`config.mk`:
```
export PLATFORM = sky130hd
export DESIGN_NAME = wshb_arbiter
export DESIGN_NICKNAME = d
export VERILOG_FILES = /design/src/rtl/wshb_arb_pkg.sv /design/src/rtl/wshb_arbiter.sv
export SDC_FILE = /design/constraint.sdc
export NUM_CORES = 1
export LEC_CHECK = 0
export BUFFER_PORTS_ARGS = -buffer_cell sky130_fd_sc_hd__buf_2
export CAP_MARGIN = 0
export CORE_AREA = 2 2 121 123
export DETAILED_ROUTE_END_ITERATION = 7
export DIE_AREA = 0 0 123 125
export PLACE_DENSITY = 0.53
export SLEW_MARGIN = 20
export SYNTH_ARGS = -nofsm -noshare
export SYNTH_HDL_FRONTEND = slang
export SYNTH_SLANG_ARGS = --single-unit
```
`constraint.sdc`:
```
create_clock -name clk -period 1.4 [get_ports clk]
set_input_delay 0 -clock clk [delete_from_list [all_inputs] [get_ports clk]]
set_output_delay 0 -clock clk [all_outputs]
set_load 0.02 [all_outputs]
```
`src/rtl/wshb_arb_pkg.sv`:
```
// Shared types and defaults for the two-master Wishbone arbiter.
// No logic of its own; pick_grant() is the round-robin decision used from IDLE and HANDOVER.
// Backpressure: not applicable.
package wshb_arb_pkg;

   typedef enum logic [1:0] {
      IDLE     = 2'd0,
      GNT0     = 2'd1,
      GNT1     = 2'd2,
      HANDOVER = 2'd3
   } arb_state_t;

   localparam int MAX_ACKS_DEF = 16;

   // A lone requester wins outright; on a tie the master that was not served last wins.
   function automatic arb_state_t pick_grant(input logic req0, input logic req1, input logic last);
      arb_state_t nxt;
      nxt = IDLE;
      if (req0 && req1) begin
         nxt = last ? GNT0 : GNT1;
      end else if (req0) begin
         nxt = GNT0;
      end else if (req1) begin
         nxt = GNT1;
      end
      return nxt;
   endfunction

endpackage

```
`src/rtl/wshb_arbiter.sv`:
```
// Round-robin arbiter letting the VGA reader (m0) and the mire writer (m1) share one Wishbone slave.
// Latency: grant 1 cycle after cyc is sampled in IDLE/HANDOVER; ack and read data pass through combinationally.
// Backpressure: a waiting master simply holds cyc/stb; the holder is preempted only on an ack boundary.
module wshb_arbiter
   import wshb_arb_pkg::*;
#(
   parameter int  AW       = 32,
   parameter int  DW       = 32,
   parameter int  MAX_ACKS = MAX_ACKS_DEF,
   localparam int SW       = DW / 8
) (
   input  logic          clk,
   input  logic          rst,
   input  logic          m0_cyc,
   input  logic          m0_stb,
   input  logic          m0_we,
   input  logic [AW-1:0] m0_adr,
   input  logic [DW-1:0] m0_dat,
   input  logic [SW-1:0] m0_sel,
   output logic          m0_ack,
   output logic [DW-1:0] m0_dat_r,
   input  logic          m1_cyc,
   input  logic          m1_stb,
   input  logic          m1_we,
   input  logic [AW-1:0] m1_adr,
   input  logic [DW-1:0] m1_dat,
   input  logic [SW-1:0] m1_sel,
   output logic          m1_ack,
   output logic [DW-1:0] m1_dat_r,
   output logic          s_cyc,
   output logic          s_stb,
   output logic          s_we,
   output logic [AW-1:0] s_adr,
   output logic [DW-1:0] s_dat,
   output logic [SW-1:0] s_sel,
   input  logic          s_ack,
   input  logic [DW-1:0] s_dat_r
);

   localparam int            CW      = $clog2(MAX_ACKS + 1);
   localparam logic [CW-1:0] MAX_CNT = CW'(MAX_ACKS);
   localparam logic [CW-1:0] PRE_CNT = CW'(MAX_ACKS - 1);

   arb_state_t    state_q, state_d;
   logic          last_q, last_d;
   logic [CW-1:0] ack_cnt_q, ack_cnt_d;
   logic          own_cyc;
   logic          oth_cyc;
   logic          at_limit;

   // Next-state: grant decision, release/preemption detection and per-grant ack counting.
   always_comb begin
      state_d   = state_q;
      last_d    = last_q;
      ack_cnt_d = ack_cnt_q;
      own_cyc   = (state_q == GNT1) ? m1_cyc : m0_cyc;
      oth_cyc   = (state_q == GNT1) ? m0_cyc : m1_cyc;
      // The counter climbs one step at a time and saturates, so it passes through PRE_CNT
      // before sitting at MAX_CNT; either value means the current ack uses up the budget.
      at_limit  = (ack_cnt_q == PRE_CNT) || (ack_cnt_q == MAX_CNT);

      case (state_q)
         IDLE, HANDOVER: begin
            state_d = pick_grant(m0_cyc, m1_cyc, last_q);
         end
         GNT0, GNT1: begin
            if (s_ack && (ack_cnt_q != MAX_CNT)) begin
               ack_cnt_d = ack_cnt_q + CW'(1);
            end
            if (!own_cyc || (oth_cyc && s_ack && at_limit)) begin
               state_d = HANDOVER;
               last_d  = (state_q == GNT1);
            end
         end
         default: begin
            state_d = IDLE;
         end
      endcase

      // Every fresh grant starts with a full ack budget.
      if ((state_d != state_q) && ((state_d == GNT0) || (state_d == GNT1))) begin
         ack_cnt_d = '0;
      end
   end

   // State, round-robin pointer and ack counter registers; reset leaves m0 first in line.
   always_ff @(posedge clk) begin
      if (rst) begin
         state_q   <= IDLE;
         last_q    <= 1'b1;
         ack_cnt_q <= '0;
      end else begin
         state_q   <= state_d;
         last_q    <= last_d;
         ack_cnt_q <= ack_cnt_d;
      end
   end

   // Slave-side mux and ack routing from the registered grant; idle and handover drive zeros.
   always_comb begin
      s_cyc  = 1'b0;
      s_stb  = 1'b0;
      s_we   = 1'b0;
      s_adr  = '0;
      s_dat  = '0;
      s_sel  = '0;
      m0_ack = 1'b0;
      m1_ack = 1'b0;
      case (state_q)
         GNT0: begin
            s_cyc  = m0_cyc;
            s_stb  = m0_stb;
            s_we   = m0_we;
            s_adr  = m0_adr;
            s_dat  = m0_dat;
            s_sel  = m0_sel;
            m0_ack = s_ack;
         end
         GNT1: begin
            s_cyc  = m1_cyc;
            s_stb  = m1_stb;
            s_we   = m1_we;
            s_adr  = m1_adr;
            s_dat  = m1_dat;
            s_sel  = m1_sel;
            m1_ack = s_ack;
         end
         default: begin
         end
      endcase
   end

   // Read data is broadcast; only the granted master sees an ack qualifying it.
   assign m0_dat_r = s_dat_r;
   assign m1_dat_r = s_dat_r;

endmodule
```
==> results of run 1 <==
==> kinds of logic (layout without fill, tap and decap cells) <==
group | after synthesis | after routing | synth area share
AND/OR/NAND/NOR | 94 | 94 | 0.216
buffers and inverters | 94 | 260 | 0.314
AO/OA/AOI/OAI | 86 | 86 | 0.338
flip-flops | 8 | 8 | 0.0849
adder cells (fa/ha/maj) | 4 | 4 | 0.0265
XOR/XNOR | 3 | 3 | 0.0139
multiplexers | 1 | 1 | 0.00597
==> placed cells by master (no fill, tap or decap), drive strengths merged <==
cell type    netlist  routed
buf               70     249
nor2              78      78
a22oi             71      71
dfxtp              8       8
clkbuf            19       5
inv                5       5
nand2              4       4
a31oi              4       4
ha                 4       4
and2               3       3
a211o              3       3
a21oi              3       3
nor2b              2       2
nand2b             2       2
xor2               2       2
nand4bb            1       1
nand4b             1       1
a21o               1       1
o21a               1       1
a32o               1       1
a31o               1       1
and3b              1       1
nand3              1       1
nand4              1       1
mux2               1       1
xnor2              1       1
o21ai              1       1
dlygate4sd3        0       1
==> routing by layer <==
layer,share of wire,up-vias,GRT usage
li1,-,1296,-
met1,0.38,1241,0.115
met2,0.50,136,0.177
met3,0.094,32,0.0324
met4,0.018,0,0.0334
met5,0,-,0
==> path summary, 6_finish.rpt <==
kind / start / end / slack (ps) / depth (start not counted)
min reg2reg: last_q / last_q / 500 / 1
max reg2reg: state_q[0] / ack_cnt_q[2] / -110 / 7
max: state_q[0] / ack_cnt_q[2] / -110 / 7
min: s_dat_r[28] / m0_dat_r[28] / 0.01 / 0
==> what timing repair did <==
action,CTS,global route
gates resized for setup,97,59
endpoints found under the setup margin,75,81
pin swaps,12,12
cloned,2,4
hold endpoints to repair,3,0
buffers inserted,6,5
hold buffers,1,0
==> per-stage QoR <==
step           hold WS (ps)  TNS (ps)  power, mW
2_1_floorplan          62.0     -3010       4.19
3_3_place_gp          0.200     -60.5       5.77
3_5_place_dp          0.200     -70.1       5.73
4_1_cts               0.200     -5510       7.60
5_1_grt              0.0462    -10020       9.08
6_report             0.0113     -5650       8.50
==> worst max-delay path, delay by kind of cell (launching register included) <==
kind          cells  cell delay (ps)
simple gates      3              390
buf+inv           2              170
mux               1              270
flops             1              370
fa+ha+maj         1              240
==> registers in the layout (all words and copies together), names as in the netlist <==
signal     flops
last_q         1
ack_cnt_q      5
state_q        2
==> power breakdown <==
group / leakage [nW] / internal [mW] / switching, mW
sequential: 0.0674 / 0.297 / 0.0686
clock: 0.0370 / 0.369 / 0.123
combinational: 1.57 / 3.47 / 4.17
==> cell type report <==
| class | instances | area [um^2] |
|---|---|---|
| Clock buffer | 3 | 75.1 |
| Tap cell | 184 | 230 |
| Timing Repair Buffer | 252 | 1780 |
| Sequential cell | 8 | 170 |
| Multi-Input combinational cell | 188 | 1670 |
| Fill cell | 1544 | 10200 |
| Inverter | 5 | 23.8 |
==> metrics.md, run 1 <==
| Metric | Value |
|---|---|
| Worst Max-Slew Pin Slew | `279 ps` |
| Crit path max fanout | `6` |
| Outcome | `finished with violations` |
| Initial drt markers | `80` |
| CTS tree | `built` |
| RSZ-0062 raised after global routing | `yes` |
| Antenna cells | `0` |
| Post-synth top area share | `0.282` |
| Post-Layout Cell Count | `640` |
| Vias | `2705` |
| Vias in the first global route | `2522` |
| Input/output buffers | `217` |
| Clock-pin slew on the worst setup and hold paths | `40 ps` |
| Setup crit end kind | `flip-flop` |
| Netlist cell types | `28` |
| Share of cells above drive strength 1 | `0.831` |
| Top Ports | `314` |
| Antenna-violating nets left | `0` |
| Ys async rst share | `0` |
| Critical path cell sequence | `inv_4 > ha_4 > buf_6 > and3b_2 > nand2_1 > mux2_4 > nor2_2` |
| Crit share post-route | `1.08` |
| Worst endpoint required time | `1580 ps` |
| Worst Path Arrival | `1680 ps` |
| Vias per cell | `4.23` |
| Initial Util | `0.133` |
| Post-DP HPWL | `6260 um` |
| PD cells | `2150 nW/um^2` |
| Antenna violations before repair | `0` |
| Synth area leaders | `a22oi_1 28%, buf_4 25%, nor2_1 16%, dfxtp_1 8.5%, clkbuf_1 3.8%` |
| Critical setup path kind | `flip-flop to flip-flop` |
| Worst Clk Skew | `2.71 ps` |
| Nets | `639` |
| CP max stage delay | `370 ps` |
| Top-count cell post-synth | `nor2_1` |
| Final Max Tran Viols | `0` |
| Dpl cells | `619` |
| Hold WC Path Type | `input pin to output port` |
| Synth-to-Final Area Change | `110%` |
| RePlAce Congestion | `0.737` |
| Top cells by count, synth | `78 x nor2_1, 71 x a22oi_1, 64 x buf_4` |
| Fmax | `664 MHz` |
| Tmin final | `1510 ps` |
| Layout Utilization | `0.278` |
| CP max stage cell | `dfxtp_4` |
| Register bit count reported by yosys | `8` |
| Die width | `123 um` |
| Mapped cell area | `1890 um^2` |
| Pre-CTS setup slack | `-50.8 ps` |
| Average wire per standard cell | `14.7 um` |
| Total grt overflow | `0` |
| Yosys warns | `0` |
| Post-route design area | `3950 um^2` |
| Top_reg_cell synth | `dfxtp_1` |
| Leakage | `1.68 nW` |
| Root Buffer Master | `clkbuf_16` |
| Die ar. | `15400 um^2` |
| Syn_area_per_cell | `6.51 um^2` |
| Clock latency on the worst-skew pair | `240 ps` |
| Final wirelength | `9390 um` |
| Total of max-cap violations | `0` |
| Cell taking the most area after synthesis | `a22oi_1` |
| Largest net degree at the start of global routing | `32` |
| Num CTS Buffers | `3` |
| Failing checks | `negative setup slack` |
| Max-slew headroom | `0.814` |
| Final Hold Viols | `0` |
| H-tree depth | `1` |
| Cells after Synth | `290` |
| Post-synth EDFFs | `0` |
| Clk sinks | `8` |
| Syn_nets | `471` |
| Setup violators final | `76` |
| Post-Place Cell Area | `3080 um^2` |
| Sequential fraction of the synthesis area | `0.0849` |
| Total track usage | `0.101` |
| First-pass iteration count of the detailed router | `4` |
| CP startpoint kind | `flip-flop` |
| Rows | `44` |
| Die Y | `125 um` |
| First-pass GRT wire length | `12500 um` |
| DRC | `0` |
| Maximum VDD drop | `0.000923 V` |
| CTS Buffer Depth | `2` |
| Core area | `14200 um^2` |
| Worst setup margin | `-106 ps` |
(Power assumes the default switching activity.)
==> inputs of run 2 (changes only) <==
--- a/config.mk
+++ b/config.mk
@@ -8,8 +8,10 @@
 export BUFFER_PORTS_ARGS = -buffer_cell sky130_fd_sc_hd__buf_2
 export CAP_MARGIN = 0
 export CORE_AREA = 2 2 121 123
+export CTS_BUF_LIST = sky130_fd_sc_hd__clkbuf_4 sky130_fd_sc_hd__clkbuf_8 sky130_fd_sc_hd__clkbuf_16
 export DETAILED_ROUTE_END_ITERATION = 7
 export DIE_AREA = 0 0 123 125
+export MAX_ROUTING_LAYER = met4
 export PLACE_DENSITY = 0.53
 export SLEW_MARGIN = 20
 export SYNTH_ARGS = -nofsm -noshare
==> constraint.sdc (replaced) <==
create_clock -name clk -period 1.3 [get_ports clk]
set_input_delay 0 -clock clk [delete_from_list [all_inputs] [get_ports clk]]
set_output_delay 0 -clock clk [all_outputs]
set_load 0.02 [all_outputs]
==> metrics.md, run 2 (same netlist as run 1, synthesis figures left out) <==
| Metric | Value |
|---|---|
| Antenna cells | `0` |
| Die Y | `125 um` |
| Dpl cells | `624` |
| Critical path depth | `8` |
| Worst Max-Slew Pin Slew | `370 ps` |
| Antenna-violating nets left | `0` |
| Failing checks | `negative setup slack` |
| Crit path max fanout | `7` |
| Rows | `44` |
| Clk sinks | `8` |
| Vias | `2833` |
| Synth-to-Final Area Change | `163%` |
| Core area | `14200 um^2` |
| Top Ports | `314` |
| Share of cells above drive strength 1 | `0.923` |
| Crit. Startpoint | `state_q[1]` |
| Hold WC Path Type | `input pin to output port` |
| Max-slew headroom | `0.753` |
| RR Endpoint | `last_q` |
| Worst endpoint required time | `1300 ps` |
| Largest regs | `ack_cnt_q: 5 flops, state_q: 2 flops, last_q: 1 flops` |
| Largest net degree at the start of global routing | `39` |
| Initial Util | `0.133` |
| Routed wl met2 | `5580 um` |
| R2R cell count | `6` |
| Die ar. | `15400 um^2` |
| Vias per cell | `4.34` |
| First-pass GRT wire length | `14000 um` |
| Max FFs per register | `5` |
| Crit-path most repeated cell | `buf_6` |
| Critical path cell sequence | `buf_6 > inv_4 > ha_4 > buf_12 > buf_16 > a22oi_2 > nor2_4 > buf_6` |
| Setup crit end kind | `output port` |
| FF-to-FF Start | `state_q[1]` |
| CP max stage delay | `340 ps` |
| Worst setup path end | `s_adr[29]` |
| Biggest register | `ack_cnt_q` |
| Leakage | `1.89 nW` |
| Total grt overflow | `0` |
| Worst setup margin | `-338 ps` |
| Maximum VDD drop | `0.00120 V` |
| RePlAce Congestion | `0.770` |
| CP max stage cell | `dfxtp_2` |
| CP Buf/Inv Count | `5` |
| Metal3 WL | `908 um` |
| Final Max Tran Viols | `0` |
| Total of max-cap violations | `0` |
| Clock-pin slew on the worst setup and hold paths | `40 ps` |
| Total track usage | `0.117` |
| Root Buffer Master | `clkbuf_16` |
| DRC | `0` |
| H-tree depth | `1` |
| Clock latency on the worst-skew pair | `240 ps` |
| Num CTS Buffers | `3` |
| Crit-path leading delay family | `buffers and inverters` |
| Vias in the first global route | `2763` |
| Worst Clk Skew | `5.01 ps` |
| CTS Buffer Depth | `2` |
| Nets | `652` |
| PD cells | `2500 nW/um^2` |
| Post-DP HPWL | `6410 um` |
| Initial drt markers | `45` |
| Commonest non-fill, non-tap cell in the layout | `buf_2` |
| CP startpoint kind | `flip-flop` |
| Final wirelength | `10700 um` |
| Setup violators final | `81` |
| M1 WL | `4010 um` |
| Crit share post-route | `1.26` |
| Tmin final | `1640 ps` |
| First-pass iteration count of the detailed router | `4` |
| Highest metal used | `met4` |
| Reg2reg setup slack | `-250 ps` |
| Die width | `123 um` |
| Input/output buffers | `217` |
| Post-Layout Cell Count | `653` |
| Average wire per standard cell | `16.3 um` |
| Final Hold Viols | `0` |
| Antenna violations before repair | `0` |
| CTS tree | `built` |
| Highest-count cells in the layout ignoring fill and taps | `145 x buf_2, 76 x buf_6, 69 x nor2_4` |
| Fmax | `611 MHz` |
| Worst Path Arrival | `1640 ps` |
| RSZ-0062 raised after global routing | `yes` |
| Overall Power | `12.4 mW` |
| Critical setup path kind | `flip-flop to output port` |
| Outcome | `finished with violations` |
| Pre-CTS setup slack | `-221 ps` |
-- run 2: what timing repair did --
| action | 4_1_cts | 5_1_grt |
|---|---|---|
| endpoints found under the hold margin | 2 | 0 |
| cloned | 4 | 7 |
| buffers inserted | 9 | 5 |
| setup endpoints to repair | 81 | 81 |
| pin swaps | 46 | 33 |
| gates resized for setup | 185 | 65 |
| hold buffers | 1 | 0 |
-- run 2: worst register-to-register path: stages (launching register included) --
cell and delay [ps]:
dfxtp_2 320, buf_6 110, ha_4 210, buf_6 140, buf_12 140, a211o_1 260, a211o_1 260
-- run 2: worst min path at each step --
stage	to	start	cells past startpoint	slack (ps)
2_1_floorplan	state_q[0]	rst	1	60
3_3_place_gp	m0_dat_r[11]	s_dat_r[11]	0	0.2
3_5_place_dp	m0_dat_r[11]	s_dat_r[11]	0	0.2
4_1_cts	m0_dat_r[11]	s_dat_r[11]	0	0.2
5_1_grt	m1_dat_r[22]	s_dat_r[22]	0	0.04
6_report	m0_dat_r[19]	s_dat_r[19]	0	0.01
-- run 2: report_power, final --
group          internal (mW)  total, mW  leakage (nW)  switching [mW]
Combinational           5.65       11.5          1.79            5.88
Clock                  0.398      0.531        0.0370           0.133
Sequential             0.308      0.348        0.0668          0.0397
-- run 2: stage by stage --
step           hold WS [ps]  instance area (um^2)  setup TNS [ps]  utilization
6_report             0.0113                  4960          -20810        0.349
5_1_grt              0.0434                  4960          -25360        0.349
4_1_cts               0.200                  4500          -19630        0.317
3_5_place_dp          0.200                  3510          -10150        0.247
3_3_place_gp          0.200                  3510           -6940        0.247
2_1_floorplan          62.0                  2640            -289            -
-- run 2: per-layer routing --
layer,up-vias,track usage
met5,-,-
met4,0,0.0247
met3,21,0.0155
met2,133,0.215
met1,1354,0.133
li1,1325,-
-- run 2: cell type report --
type,count,area [um^2]
clock buffers,3,75.1
fillers,1409,9250
inverters,5,21.3
multi-input cells,188,2110
flip-flops and latches,8,165
well taps,184,230
repair buffers,265,2360
==> inputs of run 3 (changes only) <==
--- a/config.mk
+++ b/config.mk
@@ -7,12 +7,12 @@
 export LEC_CHECK = 0
 export BUFFER_PORTS_ARGS = -buffer_cell sky130_fd_sc_hd__buf_2
 export CAP_MARGIN = 0
-export CORE_AREA = 2 2 121 123
+export CORE_AREA = 2 2 122 124
 export CTS_BUF_LIST = sky130_fd_sc_hd__clkbuf_4 sky130_fd_sc_hd__clkbuf_8 sky130_fd_sc_hd__clkbuf_16
 export DETAILED_ROUTE_END_ITERATION = 7
-export DIE_AREA = 0 0 123 125
+export DIE_AREA = 0 0 124 126
 export MAX_ROUTING_LAYER = met4
-export PLACE_DENSITY = 0.53
+export PLACE_DENSITY = 0.5
 export SLEW_MARGIN = 20
 export SYNTH_ARGS = -nofsm -noshare
 export SYNTH_HDL_FRONTEND = slang
==> constraint.sdc (replaced) <==
create_clock -name clk -period 1.77 [get_ports clk]
set_input_delay 0 -clock clk [delete_from_list [all_inputs] [get_ports clk]]
set_output_delay 0 -clock clk [all_outputs]
set_load 0.02 [all_outputs]
==> metrics.md, run 3 (same netlist as run 1, synthesis figures left out) <==
| Metric | Value |
|---|---|
| Worst endpoint required time | `1770 ps` |
| Sw frac | `0.562` |
| Num CTS Buffers | `3` |
| Internal power | `1.83 mW` |
| Post-DP HPWL | `6770 um` |
| DRC | `0` |
| Antenna cells | `0` |
| Fmax | `604 MHz` |
| Input/output buffers | `217` |
| Worst setup margin | `114 ps` |
| Leakage | `1.46 nW` |
| Worst Path Arrival | `1660 ps` |
| Crit share post-route | `0.936` |
| Pre-CTS setup slack | `125 ps` |
| Clk sinks | `8` |
| Critical path cell sequence | `inv_1 > ha_4 > buf_12 > a22oi_1 > nor2_1 > buf_2` |
| Initial Util | `0.132` |
| Fraction of power consumed by sequential logic | `0.062` |
| Die Y | `126 um` |
| Worst Clk Skew | `1.15 ps` |
| Rows | `44` |
| Final wirelength | `8310 um` |
| Post CTS Setup Buffer Count | `0` |
| Commonest non-fill, non-tap cell in the layout | `buf_2` |
| Setup violators final | `0` |
| Initial drt markers | `133` |
| Setup crit end kind | `output port` |
| Largest net degree at the start of global routing | `43` |
| Post-Layout Cell Count | `614` |
| CTS tree | `built` |
| Outcome | `finished, final reports clean` |
| PD cells | `1470 nW/um^2` |
| Root Buffer Master | `clkbuf_16` |
| Total of max-cap violations | `0` |
| Crit-path leading delay family | `buffers and inverters` |
| Worst Max-Slew Pin Slew | `265 ps` |
| CTS Buffer Depth | `2` |
| Share of cells above drive strength 1 | `0.540` |
| H-tree depth | `1` |
| Dpl cells | `610` |
| Die width | `124 um` |
| Nets | `613` |
| Highest-count cells in the layout ignoring fill and taps | `217 x buf_2, 78 x nor2_1, 71 x a22oi_1` |
| Average wire per standard cell | `13.5 um` |
| Synth-to-Final Area Change | `50.9%` |
| Tmin final | `1660 ps` |
| Max-slew headroom | `0.824` |
| Antenna-violating nets left | `0` |
| Post-route design area | `2850 um^2` |
| Largest regs | `ack_cnt_q: 5 flops, state_q: 2 flops, last_q: 1 flops` |
| Total track usage | `0.0977` |
| Crit path max fanout | `42` |
| Post-Place Cell Area | `2740 um^2` |
| Final Hold Viols | `0` |
| Hold_ws | `0.00971 ps` |
| Clock latency on the worst-skew pair | `230 ps` |
| CP max stage cell | `dfxtp_1` |
| Combinational fraction of design power | `0.847` |
| P_sw | `2.34 mW` |
| Max FFs per register | `5` |
| Core area | `14300 um^2` |
| RePlAce Congestion | `0.725` |
| Antenna violations before repair | `0` |
| Maximum VDD drop | `0.000642 V` |
| CP Buf/Inv Count | `3` |
| CP startpoint kind | `flip-flop` |
| Hold WC Path Type | `input pin to output port` |
| Vias in the first global route | `2296` |
| Die ar. | `15600 um^2` |
| Clock-pin slew on the worst setup and hold paths | `40 ps` |
| RSZ-0062 raised after global routing | `no` |
| First-pass iteration count of the detailed router | `4` |
| Critical setup path kind | `flip-flop to output port` |
| First-pass GRT wire length | `11800 um` |
| Biggest register | `ack_cnt_q` |
| Fin Setup TNS | `0 ps` |
| Total grt overflow | `0` |
| Top Ports | `314` |
| Vias | `2563` |
| Vias per cell | `4.17` |
| CP max stage delay | `330 ps` |
| Clock share of power | `0.091` |
| Final Max Tran Viols | `0` |
[run 3: changes by cell type in the layout (fill, tap and decap cells not counted), sizes merged]
cell | previous run | this run
buf | 259 | 225
clkbuf | 8 | 3
[run 3: cell type report]
type                    instances  area (um^2)
flip-flops and latches          8          160
inverters                       5         18.8
clock buffers                   3         75.1
well taps                     184          230
repair buffers                226         1210
multi-input cells             188         1150
fillers                      1673        11500
[run 3: path summary, 6_finish.rpt]
path                                     to  slack (ps)  cells past startpoint         start
worst max-delay path               s_adr[7]         110                      6    state_q[0]
worst min-delay path            m0_dat_r[3]        0.01                      0    s_dat_r[3]
worst max register to register       last_q         150                      6  ack_cnt_q[0]
worst min register to register       last_q         500                      1        last_q
[run 3: timing repair]
action                                  in CTS  in global routing
hold buffers                                 1                  0
endpoints found under the hold margin        2                  0
endpoints found under the setup margin       0                 51
resized for setup                            0                  3
[run 3: power groups by stage]
stage	Sequential [mW]	Clock, mW	Combinational (mW)
finish	0.258	0.381	3.54
global route	0.264	0.404	3.93
CTS	0.254	0.391	3.52
detailed placement	0.258	0	3.50
global placement	0.256	0	3.53
floorplan	0.248	0	2.42
[run 3: per-layer routing]
layer | GRT usage | share of wire | vias up | routed length, um
li1 | - | - | 1238 | -
met1 | 0.106 | 0.39 | 1142 | 3230
met2 | 0.181 | 0.50 | 174 | 4160
met3 | 0.0199 | 0.10 | 9 | 848
met4 | 0.0205 | 0.0083 | 0 | 69
met5 | - | 0 | - | 0
[run 3: per-stage QoR]
| step | power, mW | util |
|---|---|---|
| after floorplan | 2.67 | - |
| after CTS | 4.17 | 0.198 |
| final | 4.18 | 0.199 |
| after global routing | 4.60 | 0.199 |
| after global placement | 3.79 | 0.192 |
| after detailed placement | 3.76 | 0.192 |
